File: src/rtl/vm_request_arbiter.sv
// Purpose : shares one clocked vending-machine core between two requesters (round-robin, req/ack).
// Latency : grant edge k -> ack high in cycle k+1, result (rsp_valid) in cycle k+3; one txn per 3 cycles.
// Backpress: requesters hold req until ack; a requester is ignored for COOLDOWN cycles after a failed buy.
//
// Ports:
//   CLK, RST                  clock and synchronous active-high reset
//   reqN/moneyN/vmN/pidN/sugarN  request and payload from requester N (N = 0,1)
//   ackN                      one-cycle grant pulse, payload captured onto core_*
//   rsp_valid/owner/money/item/flags  shared result bus, data held until next capture
//   core_money/vm/pid/sugar   stimulus to the vending core (idle code outside ISSUE)
//   core_moneyLeft/itemLeft/flags  registered outputs of the vending core
module vm_request_arbiter #(
    parameter int          MONEY_W  = 6,
    parameter int          ITEM_W   = 5,
    parameter logic [2:0]  IDLE_PID = 3'b111,
    parameter int          COOLDOWN = 4
) (
    input  logic               CLK,
    input  logic               RST,
    input  logic               req0,
    input  logic               req1,
    input  logic [MONEY_W-1:0] money0,
    input  logic [MONEY_W-1:0] money1,
    input  logic               vm0,
    input  logic               vm1,
    input  logic [2:0]         pid0,
    input  logic [2:0]         pid1,
    input  logic               sugar0,
    input  logic               sugar1,
    output logic               ack0,
    output logic               ack1,
    output logic               rsp_valid,
    output logic               rsp_owner,
    output logic [MONEY_W-1:0] rsp_money,
    output logic [ITEM_W-1:0]  rsp_item,
    output logic [5:0]         rsp_flags,
    output logic [MONEY_W-1:0] core_money,
    output logic               core_vm,
    output logic [2:0]         core_pid,
    output logic               core_sugar,
    input  logic [MONEY_W-1:0] core_moneyLeft,
    input  logic [ITEM_W-1:0]  core_itemLeft,
    input  logic [5:0]         core_flags
);

    // Counter width must stay at least 1 bit even when cooldown is disabled.
    localparam int CD_W = (COOLDOWN > 0) ? $clog2(COOLDOWN + 1) : 1;

    typedef enum logic [1:0] {
        S_IDLE,
        S_ISSUE,
        S_CAPTURE
    } state_t;

    state_t          state;
    logic            last_grant;
    logic            owner;
    logic [CD_W-1:0] cooldown [2];

    logic elig0;
    logic elig1;
    logic pick1;

    always_comb begin
        elig0 = req0 && (cooldown[0] == '0);
        elig1 = req1 && (cooldown[1] == '0);
        // On a tie the requester that did not win last time goes next.
        pick1 = elig1 && (!elig0 || !last_grant);
    end

    always_ff @(posedge CLK) begin
        if (RST) begin
            state      <= S_IDLE;
            last_grant <= 1'b1;
            owner      <= 1'b0;
            ack0       <= 1'b0;
            ack1       <= 1'b0;
            rsp_valid  <= 1'b0;
            rsp_owner  <= 1'b0;
            rsp_money  <= '0;
            rsp_item   <= '0;
            rsp_flags  <= '0;
            core_money <= '0;
            core_vm    <= 1'b0;
            core_pid   <= IDLE_PID;
            core_sugar <= 1'b0;
        end else begin
            ack0      <= 1'b0;
            ack1      <= 1'b0;
            rsp_valid <= 1'b0;
            case (state)
                S_IDLE: begin
                    if (elig0 || elig1) begin
                        owner      <= pick1;
                        last_grant <= pick1;
                        ack0       <= !pick1;
                        ack1       <= pick1;
                        core_money <= pick1 ? money1 : money0;
                        core_vm    <= pick1 ? vm1    : vm0;
                        core_pid   <= pick1 ? pid1   : pid0;
                        core_sugar <= pick1 ? sugar1 : sugar0;
                        state      <= S_ISSUE;
                    end
                end
                S_ISSUE: begin
                    // The core samples the payload at this edge; return to the
                    // non-purchasing idle code straight after so stock cannot move.
                    core_money <= '0;
                    core_vm    <= 1'b0;
                    core_pid   <= IDLE_PID;
                    core_sugar <= 1'b0;
                    state      <= S_CAPTURE;
                end
                S_CAPTURE: begin
                    rsp_valid <= 1'b1;
                    rsp_owner <= owner;
                    rsp_money <= core_moneyLeft;
                    rsp_item  <= core_itemLeft;
                    rsp_flags <= core_flags;
                    state     <= S_IDLE;
                end
                default: state <= S_IDLE;
            endcase
        end
    end

    // Loaded on the capture edge so the failing requester is already blocked
    // at the first arbitration edge after its result appears.
    always_ff @(posedge CLK) begin
        for (int i = 0; i < 2; i++) begin
            if (RST) begin
                cooldown[i] <= '0;
            end else if (state == S_CAPTURE && !core_flags[5] && owner == 1'(i)) begin
                cooldown[i] <= CD_W'(COOLDOWN);
            end else if (cooldown[i] != '0) begin
                cooldown[i] <= cooldown[i] - 1'b1;
            end
        end
    end

endmodule

File: config.mk
export PLATFORM = sky130hd
export DESIGN_NAME = vm_request_arbiter
export DESIGN_NICKNAME = d
export VERILOG_FILES = /design/src/rtl/vm_request_arbiter.sv
export SDC_FILE = /design/constraint.sdc
export NUM_CORES = 1
export LEC_CHECK = 0
export ABC_CLOCK_PERIOD_IN_PS = 2000
export CAP_MARGIN = 5
export CORE_MARGIN = 2
export CORE_UTILIZATION = 42
export CTS_CLUSTER_DIAMETER = 100
export CTS_CLUSTER_SIZE = 10
export DETAILED_ROUTE_END_ITERATION = 16
export PLACE_DENSITY = 0.8
export RECOVER_POWER = 100
export SYNTH_ARGS = -nofsm -noshare
export SYNTH_HDL_FRONTEND = slang
export SYNTH_SLANG_ARGS = --single-unit
export TNS_END_PERCENT = 20
File: constraint.sdc
create_clock -name CLK -period 2 [get_ports CLK]
set_input_delay 0.2 -clock CLK [delete_from_list [all_inputs] [get_ports CLK]]
set_output_delay 0.2 -clock CLK [all_outputs]
set_load 0.01 [all_outputs]
==> key figures, run 1 <==
Run status
  – Outcome: finished, final reports clean

Clock network
  – Max Buffers Root-to-Sink: 2
  – Hold-fix buffers, CTS: 0
  – Clk_lat worst skew: 0.29 ns
  – Reg clk slew, reported paths: 0.07 ns
  – CTS sink cnt: 42
  – Buffer count from post-CTS setup fixing: 0
  – H-tree Lvls: 2
  – Post_cts resized: 0
  – Clk root buf: clkbuf_8
  – Total CTS buffers: 5
  – TritonCTS clock tree: yes

Timing
  – Worst-margin pin slew: 0.863 ns
  – Fin crit period: 1.79 ns
  – Unrepaired setup endpoints after global routing: false
  – Post-route clock period utilization: 89.5%
  – Worst rel slew slack: 42.5%
  – Clock Skew: 0.00478 ns
  – Sum Neg Setup Slack: 0 ns
  – Setup violators final: 0
  – Max Freq: 559 MHz
  – Final Hold Fails: 0
  – Final worst slack: 0.210 ns
  – Fin. max-slew vios: 0

Pwr
  – P_leak: 1.11 nW
  – Maximum vdd drop: 0.476 mV
  – Power per cell area: 1030 nW/um^2
  – Final Power: 2.65 mW

Die
  – Die H: 68.2 um
  – Initial core utilization: 43.6%
  – Die area: 4650 um^2
  – Core Footprint: 3970 um^2
  – FP Rows: 23
  – Io pins: 75
  – Die width: 68.2 um

Global route
  – Met3 usage: 9.54%
  – First-pass GRT wire length: 6330 um
  – Largest net degree at the start of global routing: 21
  – Met1 usage: 23.1%
  – Met2 Track Usage GR: 26.8%
  – GR peak layer: met2
  – Initial antenna violation count: 0
  – Vias in the first global route: 1412
  – GRT Util Overall: 18.2%
  – Total overflow reported by the global router: 0

Run
  – Maxcap violations: 0

Yosys
  – Cells after Synth: 179
  – Netlist cell types: 32
  – Post-Syn Area: 1730 um^2
  – Share of the yosys chip area belonging to registers: 52.1%
  – Commonest register cell after synthesis: dfxtp_1
  – Compound-Gate Fraction of Synth Area: 15.4%
  – Number of synthesized register bits: 42
  – Post-Synth Simple-Gate Area: 17.1%
  – XOR/XNOR share of the synthesized area: 0%
  – Synth Net Count: 226
  – Yosys warns: 0
  – Ys async rst share: 0%
  – Main combinational cell family by area after synthesis: simple AND/OR/NAND/NOR gates
  – Average cell area after synthesis: 9.67 um^2
  – Number of enable flip-flop cells after synthesis: 6
  – Mux contribution to synthesized area: 6.94%
  – Area share of fa/ha/maj cells after synthesis: 2.89%

Route
  – Drt pass-1 iters: 4
  – Routed WL per cell: 12.5 um
  – Detailed Route WL: 3800 um
  – DR vias: 1473
  – Residual DRC: 0
  – Via density: 4.83
  – First DRT Iteration DRCs: 42
  – Antenna Nets Post-Route: 0

Placed design
  – Placed Instances: 297
  – IO buf count: 74
  – GP Congestion: 0.740
  – Detailed placement HPWL: 2780 um
  – Pre-CTS setup slack: 0.185 ns

Setup path
  – CP Data Arrival Time: 1.93 ns
  – CP startpoint kind: register
  – CP max stage delay: 0.56 ns
  – CP max stage cell: nor2_1
  – Crit path launch: cooldown[1][0]
  – Worst EP required: 2.14 ns
  – CP max FO: 11
  – WP buf/inv: 1
  – WS Path Type: register to register
  – CP Cell Sequence: inv_1 -> ha_1 -> nand3b_4 -> a31oi_1 -> nor2_1 -> a22oi_1
  – Crit Reg-Reg Startpoint: cooldown[1][0]
  – CP delay by family, top: simple AND/OR/NAND/NOR gates
  – CP endpoint kind: register

Worst hold path
  – Hold Path Class: register to register
  – Hold Crit Start: rsp_money[2]

Final layout
  – Area Growth Syn to Fin: 48.2%
  – Antenna Cells: 0
  – Post-layout util: 64.6%
  – Final Net Count: 301
  – Fin cells: 305
  – Layout cell share with drive strength beyond 1: 4.71%
registers in the layout, summed over array words and instances, names as in the netlist:
name        flops
core_vm         1
state           2
rsp_owner       1
cooldown        6
rsp_valid       1
core_money      6
rsp_flags       6
core_sugar      1
ack1            1
core_pid        3
last_grant      1
rsp_item        5
rsp_money       6
ack0            1
owner           1
placed cells by master (no fill, tap or decap):
cell type and count:
a31o_4 1, clkbuf_8 5, ha_1 4, nor3b_1 1, clkbuf_1 4, buf_4 2, nand3_1 2, nand3b_4 1
a22oi_1 3, clkdlybuf4s50_1 41, dfxtp_1 36, mux2i_1 12, o2bb2ai_1 8, nand2_1 38, nand3b_1 1, nand2b_1 1
clkinv_1 1, dlygate4sd3_1 33, nor2_1 9, a2111o_1 1, nor2b_1 1, edfxtp_1 6, and2b_1 1, nand3b_2 1
a31o_1 1, and2b_2 1, a31oi_1 1, a21oi_1 23, inv_1 11, a211o_2 1, o21ai_0 1, or2b_1 1
nor3_1 2
routing by layer:
layer  up-vias  share of wire [%]
li1        760                  -
met1       661                 44
met2        43                 46
met3         9                8.8
met4         0                1.4
met5         -                  0
worst reg2reg max path: stages, from the launching register on:
cell and delay, ns:
edfxtp_1 0.36, inv_1 0.06, ha_1 0.26, nand3b_4 0.13, a31oi_1 0.09, nor2_1 0.56
a22oi_1 0.19
final timing paths:
check                 end  slack (ns)  cells after the start
max           core_pid[2]        0.21                      6
min          rsp_money[2]        0.45                      2
max reg2reg   core_pid[2]        0.21                      6
min reg2reg  rsp_money[2]        0.45                      2
cell usage after synthesis, types with 2 or more instances:
cell,n,area (um^2)
nand2_1,38,143
o2bb2ai_1,8,70.1
ha_1,4,50.1
nand3_1,2,10.0
mux2i_1,12,120
buf_2,3,15.0
clkbuf_1,2,7.51
nor3_1,2,10.0
nand3b_4,2,40.0
nor2_1,8,30.0
inv_1,11,41.3
edfxtp_1,6,180
dfxtp_1,36,721
buf_1,2,7.51
buf_6,2,22.5
a21oi_1,23,115
a22oi_1,3,22.5
area by class of cell:
cell class	count	area, um^2
inverters	12	45.0
multi-input cells	116	716
flip-flops and latches	42	901
well taps	50	62.6
clock buffers	8	80.1
fillers	341	1410
repair buffers	77	759
stage by stage:
step	instance area [um^2]	hold WS, ns
after global placement	2500	0.442
after detailed placement	2500	0.446
after global routing	2560	0.448
after CTS	2580	0.444
final	2560	0.450
after floorplan	1730	0.336
logic make-up (layout without fill, tap and decap cells):
family / after synthesis / after routing
flops: 42 / 42
buf+inv: 21 / 97
compound gates: 40 / 40
simple gates: 60 / 60
mux: 12 / 12
fa+ha+maj: 4 / 4
power breakdown:
part	total [mW]	switching [mW]	internal, mW
Combinational	0.973	0.483	0.490
Clock	0.508	0.260	0.248
Sequential	1.17	0.106	1.07
Total	2.65	0.849	1.80
Note: power is estimated with default switching activity, not from simulation.
==> run 2, diff against run 1 <==
--- a/config.mk
+++ b/config.mk
@@ -5,7 +5,7 @@
 export SDC_FILE = /design/constraint.sdc
 export NUM_CORES = 1
 export LEC_CHECK = 0
-export ABC_CLOCK_PERIOD_IN_PS = 2000
+export ABC_CLOCK_PERIOD_IN_PS = 1800
 export CAP_MARGIN = 5
 export CORE_MARGIN = 2
 export CORE_UTILIZATION = 42
==> constraint.sdc (replaced) <==
create_clock -name CLK -period 1.8 [get_ports CLK]
set_input_delay 0.18 -clock CLK [delete_from_list [all_inputs] [get_ports CLK]]
set_output_delay 0.18 -clock CLK [all_outputs]
set_load 0.01 [all_outputs]
==> key figures, run 2 (synthesis gave the netlist of run 1 again) <==
Die
  – FP Rows: 23 (unchanged)
  – Die width: 68.2 um (unchanged)
  – Core Footprint: 3970 um^2 (unchanged)
  – Die area: 4650 um^2 (unchanged)
  – Io pins: 75 (unchanged)
  – Die H: 68.2 um (unchanged)
  – Initial core utilization: 43.6% (unchanged)

Pwr
  – Maximum vdd drop: 0.616 mV (was 0.476 mV)
  – P_leak: 1.14 nW (was 1.11 nW)
  – Power per cell area: 1180 nW/um^2 (was 1030 nW/um^2)

Timing
  – Unrepaired setup endpoints after global routing: false (unchanged)
  – Worst-margin pin slew: 0.862 ns (was 0.863 ns)
  – Fin crit period: 1.69 ns (was 1.79 ns)
  – Sum Neg Setup Slack: 0 ns (unchanged)
  – Final Hold Fails: 0 (unchanged)
  – Clock Skew: 0.00745 ns (was 0.00478 ns)
  – Final-layout worst hold slack: 0.421 ns (was 0.450 ns)
  – Setup violators final: 0 (unchanged)
  – Max Freq: 592 MHz (was 559 MHz)
  – Post-route clock period utilization: 93.9% (was 89.5%)
  – Final worst slack: 0.110 ns (was 0.210 ns)
  – Worst rel slew slack: 42.6% (was 42.5%)
  – Fin. max-slew vios: 0 (unchanged)

Clock network
  – Clk root buf: clkbuf_8 (unchanged)
  – H-tree Lvls: 2 (unchanged)
  – Reg clk slew, reported paths: 0.08 ns (was 0.07 ns)
  – Clk_lat worst skew: 0.29 ns (about the same)
  – CTS sink cnt: 42 (unchanged)
  – TritonCTS clock tree: yes (unchanged)
  – Total CTS buffers: 5 (unchanged)
  – Max Buffers Root-to-Sink: 2 (unchanged)
  – Hold-fix buffers, CTS: 0 (unchanged)

Setup path
  – Worst EP required: 1.99 ns (was 2.14 ns)
  – CP max FO: 5 (was 11)
  – Crit path launch: cooldown[1][0] (unchanged)
  – WS Path Type: register to register (unchanged)
  – CP endpoint kind: register (unchanged)
  – Worst flop-to-flop path endpoint: last_grant (was core_pid[2])
  – CP max stage cell: a2111o_1 (was nor2_1)
  – CP max stage delay: 0.52 ns (was 0.56 ns)
  – Crit Reg-Reg Startpoint: cooldown[1][0] (unchanged)
  – CP Cell Sequence: inv_2 -> ha_4 -> nand3b_4 -> a2111o_1 -> and2b_2 -> a21oi_1 (was inv_1 -> ha_1 -> nand3b_4 -> a31oi_1 -> nor2_1 -> a22oi_1)
  – Reg2Reg Depth: 6 (unchanged)
  – R2R setup slack: 0.11 ns (was 0.21 ns)
  – CP Data Arrival Time: 1.88 ns (was 1.93 ns)
  – CP startpoint kind: register (unchanged)

Global route
  – GRT Util Overall: 17.5% (was 18.2%)
  – Initial antenna violation count: 0 (unchanged)
  – Largest net degree at the start of global routing: 21 (unchanged)
  – Total overflow reported by the global router: 0 (unchanged)
  – Vias in the first global route: 1391 (was 1412)
  – First-pass GRT wire length: 6130 um (was 6330 um)

Route
  – DR vias: 1502 (was 1473)
  – Antenna Nets Post-Route: 0 (unchanged)
  – Detailed Route WL: 3930 um (was 3800 um)
  – Residual DRC: 0 (unchanged)
  – Drt pass-1 iters: 4 (unchanged)
  – First DRT Iteration DRCs: 34 (was 42)
  – Via density: 4.86 (was 4.83)
  – Routed WL per cell: 12.7 um (was 12.5 um)

Worst hold path
  – Worst Hold Depth: 3 (was 2)
  – Hold Crit Start: core_flags[4] (was rsp_money[2])
  – Hold Path Class: input pin to register (was register to register)
  – Worst Hold End: rsp_flags[4] (was rsp_money[2])

Final layout
  – Fin cells: 309 (was 305)
  – Antenna Cells: 0 (unchanged)
  – Post-layout util: 66.4% (was 64.6%)
  – Final Net Count: 305 (was 301)
  – Commonest non-fill, non-tap cells in the layout: clkdlybuf4s50_1 (41), nand2_1 (38), dfxtp_1 (36) (unchanged)
  – Layout cell share with drive strength beyond 1: 8.88% (was 4.71%)
  – Area Growth Syn to Fin: 52.4% (was 48.2%)
  – Commonest non-fill, non-tap cell in the layout: clkdlybuf4s50_1 (unchanged)

Placed design
  – Detailed placement HPWL: 2840 um (was 2780 um)
  – Pre-CTS setup slack: -0.00706 ns (was 0.185 ns)
  – Placed Instances: 300 (was 297)
  – IO buf count: 74 (unchanged)
  – GP Congestion: 0.725 (was 0.740)

Run
  – Maxcap violations: 0 (unchanged)

Run status
  – Outcome: finished, final reports clean (unchanged)
## run 2: cell count changes in the layout (fill, tap and decap cells not counted), sizes merged
cell and change:
clkinvlp +1, a31o +1, clkinv +1, buf +1
## run 2: worst max path at each step
| stage | to |
|---|---|
| after floorplan | core_pid[0] |
| after global placement | core_pid[1] |
| after detailed placement | core_pid[1] |
| after CTS | core_pid[1] |
| after global routing | core_sugar |
| final | last_grant |
## run 2: stage by stage
stage | cell area (um^2) | total power, mW
final | 2640 | 3.10
after detailed placement | 2530 | 2.50
after global placement | 2530 | 2.47
after floorplan | 1730 | 2.03
after CTS | 2620 | 3.13
after global routing | 2640 | 3.31
## run 2: where the power goes
part           internal (mW)  switching, mW  leakage [nW]  total (mW)
Clock                  0.308          0.317        0.0472       0.625
Combinational          0.596          0.576         0.735        1.17
Sequential              1.18          0.123         0.360        1.31
Total                   2.09           1.02          1.14        3.10
## run 2: area by class of cell
cell class / count / area, um^2
clock buffers: 6 / 82.6
clock inverters: 2 / 12.5
fillers: 340 / 1330
inverters: 12 / 45.0
multi-input cells: 117 / 758
flip-flops and latches: 42 / 901
well taps: 50 / 62.6
repair buffers: 80 / 776
## run 2: what timing repair did
action / in CTS / in global routing
endpoints found under the setup margin: 0 / 12
buffers inserted: 0 / 0
gates resized for setup: 0 / 5
## run 2: layer usage
metal  track usage [%]  vias up  part of all wire, %
li1                  -      766                    -
met2              27.7       43                   48
met3              6.91        6                  7.5
met1              22.1      687                   43
met4              5.25        0                  1.2
met5                 0        -                    0
## run 2: worst max-delay path: cells and delay by family, from the launching register on
kind            cells  cell delay, ns
fa+ha+maj           1            0.17
buf+inv             1            0.10
flops               1            0.40
simple gates        2            0.36
compound gates      2            0.56
==> run 3, diff against run 2 <==
--- a/config.mk
+++ b/config.mk
@@ -12,6 +12,7 @@
 export CTS_CLUSTER_DIAMETER = 100
 export CTS_CLUSTER_SIZE = 10
 export DETAILED_ROUTE_END_ITERATION = 16
+export MAX_ROUTING_LAYER = met4
 export PLACE_DENSITY = 0.8
 export RECOVER_POWER = 100
 export SYNTH_ARGS = -nofsm -noshare
==> key figures, run 3 (synthesis gave the netlist of run 1 again) <==
Setup path
  – CP Data Arrival Time: 1.88 ns (about the same)
  – Reg2Reg Depth: 6 (unchanged)
  – CP startpoint kind: register (unchanged)
  – WS Path Type: register to register (unchanged)
  – Worst EP required: 1.99 ns (about the same)
  – CP max FO: 5 (unchanged)
  – CP endpoint kind: register (unchanged)

Global route
  – First-pass GRT wire length: 6130 um (unchanged)
  – Vias in the first global route: 1391 (unchanged)
  – Largest net degree at the start of global routing: 21 (unchanged)
  – Total overflow reported by the global router: 0 (unchanged)
  – Initial antenna violation count: 0 (unchanged)
  – GRT Util Overall: 18.0% (was 17.5%)

Final layout
  – Fillers: 340 (unchanged)
  – Layout cell share with drive strength beyond 1: 8.88% (unchanged)
  – Antenna Cells: 0 (unchanged)
  – Sequential Area: 901 um^2 (unchanged)
  – Design area: 2640 um^2 (unchanged)
  – Commonest non-fill, non-tap cells in the layout: clkdlybuf4s50_1 (41), nand2_1 (38), dfxtp_1 (36) (unchanged)
  – Area Growth Syn to Fin: 52.4% (unchanged)
  – Commonest non-fill, non-tap cell in the layout: clkdlybuf4s50_1 (unchanged)
  – Multi-input logic area: 758 um^2 (unchanged)
  – Post-layout util: 66.4% (unchanged)
  – Final Net Count: 305 (unchanged)

Pwr
  – Power per cell area: 1180 nW/um^2 (about the same)
  – Sw power: 1.02 mW (about the same)
  – Logic pwr share: 37.7% (about the same)
  – P_leak: 1.14 nW (unchanged)
  – Clock power share: 20.1% (about the same)
  – Switching Fraction: 32.7% (about the same)
  – Maximum vdd drop: 0.618 mV (was 0.616 mV)
  – Final Power: 3.10 mW (about the same)
  – Sequential share of power: 42.1% (about the same)
  – Int Power: 2.09 mW (about the same)

Route
  – Residual DRC: 0 (unchanged)
  – Routed WL per cell: 12.7 um (about the same)
  – DR vias: 1502 (unchanged)
  – Drt pass-1 iters: 4 (unchanged)
  – Via density: 4.86 (unchanged)
  – First DRT Iteration DRCs: 31 (was 34)
  – Antenna Nets Post-Route: 0 (unchanged)
  – Detailed Route WL: 3940 um (was 3930 um)

Worst hold path
  – Worst Hold Depth: 3 (unchanged)
  – Hold Path Class: input pin to register (unchanged)

Timing
  – Worst-margin pin slew: 0.862 ns (about the same)
  – Max Freq: 592 MHz (about the same)
  – Unrepaired setup endpoints after global routing: false (unchanged)
  – Setup violators final: 0 (unchanged)
  – Worst rel slew slack: 42.6% (about the same)
  – Final worst slack: 0.110 ns (about the same)
  – Final-layout worst hold slack: 0.421 ns (about the same)
  – Post-route clock period utilization: 93.9% (about the same)
  – Final Hold Fails: 0 (unchanged)
  – Clock Skew: 0.00755 ns (was 0.00745 ns)
  – Fin crit period: 1.69 ns (about the same)
  – Fin. max-slew vios: 0 (unchanged)

Placed design
  – DP Area: 2530 um^2 (unchanged)
  – Detailed placement HPWL: 2840 um (unchanged)
  – GP Congestion: 0.734 (was 0.725)
  – IO buf count: 74 (unchanged)
  – Pre-CTS setup slack: -0.00706 ns (unchanged)

Die
  – Die area: 4650 um^2 (unchanged)
  – Initial core utilization: 43.6% (unchanged)
  – Core Footprint: 3970 um^2 (unchanged)
  – Die width: 68.2 um (unchanged)
  – Io pins: 75 (unchanged)
  – FP Rows: 23 (unchanged)
  – Die H: 68.2 um (unchanged)

Clock network
  – TritonCTS clock tree: yes (unchanged)
  – CTS sink cnt: 42 (unchanged)
  – Total CTS buffers: 5 (unchanged)
  – Clk root buf: clkbuf_8 (unchanged)
  – Reg clk slew, reported paths: 0.08 ns (about the same)
  – H-tree Lvls: 2 (unchanged)
  – Clk_lat worst skew: 0.29 ns (about the same)
  – Max Buffers Root-to-Sink: 2 (unchanged)

Run status
  – Outcome: finished, final reports clean (unchanged)

Run
  – Maxcap violations: 0 (unchanged)
-- run 3: path summary, 6_finish.rpt --
kind | start | to | slack [ns]
max | cooldown[1][0] | last_grant | 0.11
min | core_flags[4] | rsp_flags[4] | 0.42
max reg2reg | cooldown[1][0] | last_grant | 0.11
min reg2reg | rsp_item[4] | rsp_item[4] | 0.45
-- run 3: layout make-up --
cell class | instances | area share [%]
Sequential cell | 42 | 34.2
Timing Repair Buffer | 80 | 29.4
Multi-Input combinational cell | 117 | 28.7
Clock buffer | 6 | 3.13
Tap cell | 50 | 2.37
Inverter | 12 | 1.71
Clock inverter | 2 | 0.474
-- run 3: stage by stage --
step	TNS, ns	cells
global placement	0	300
floorplan	0	179
detailed placement	-0.00923	300
global route	0	309
finish	0	309
CTS	0	308
-- run 3: routing by layer --
layer	share of wire, %	vias to the layer above	global-route usage [%]
met2	48	43	27.7
met4	1.2	0	5.25
met5	0	-	-
met3	6.4	6	5.59
li1	-	766	-
met1	44	687	22.9
-- run 3: power groups by stage --
stage               combinational (mW)  sequential, mW  clock, mW
floorplan                        0.670            1.36          0
global placement                  1.15            1.32          0
detailed placement                1.18            1.32          0
CTS                               1.18            1.31      0.639
global route                      1.30            1.34      0.675
finish                            1.17            1.31      0.625
-- run 3: critical path, stage by stage (launching register included) --
cell	delay, ns
edfxtp_1	0.40
inv_2	0.10
ha_4	0.17
nand3b_4	0.11
a2111o_1	0.52
and2b_2	0.25
a21oi_1	0.04
-- run 3: what timing repair did --
item | in CTS | in global routing
setup endpoints to repair | 0 | 12
hold buffers | 0 | 0
setup buffers | 0 | 0
resized for setup | 0 | 5
endpoints found under the hold margin | 0 | 0
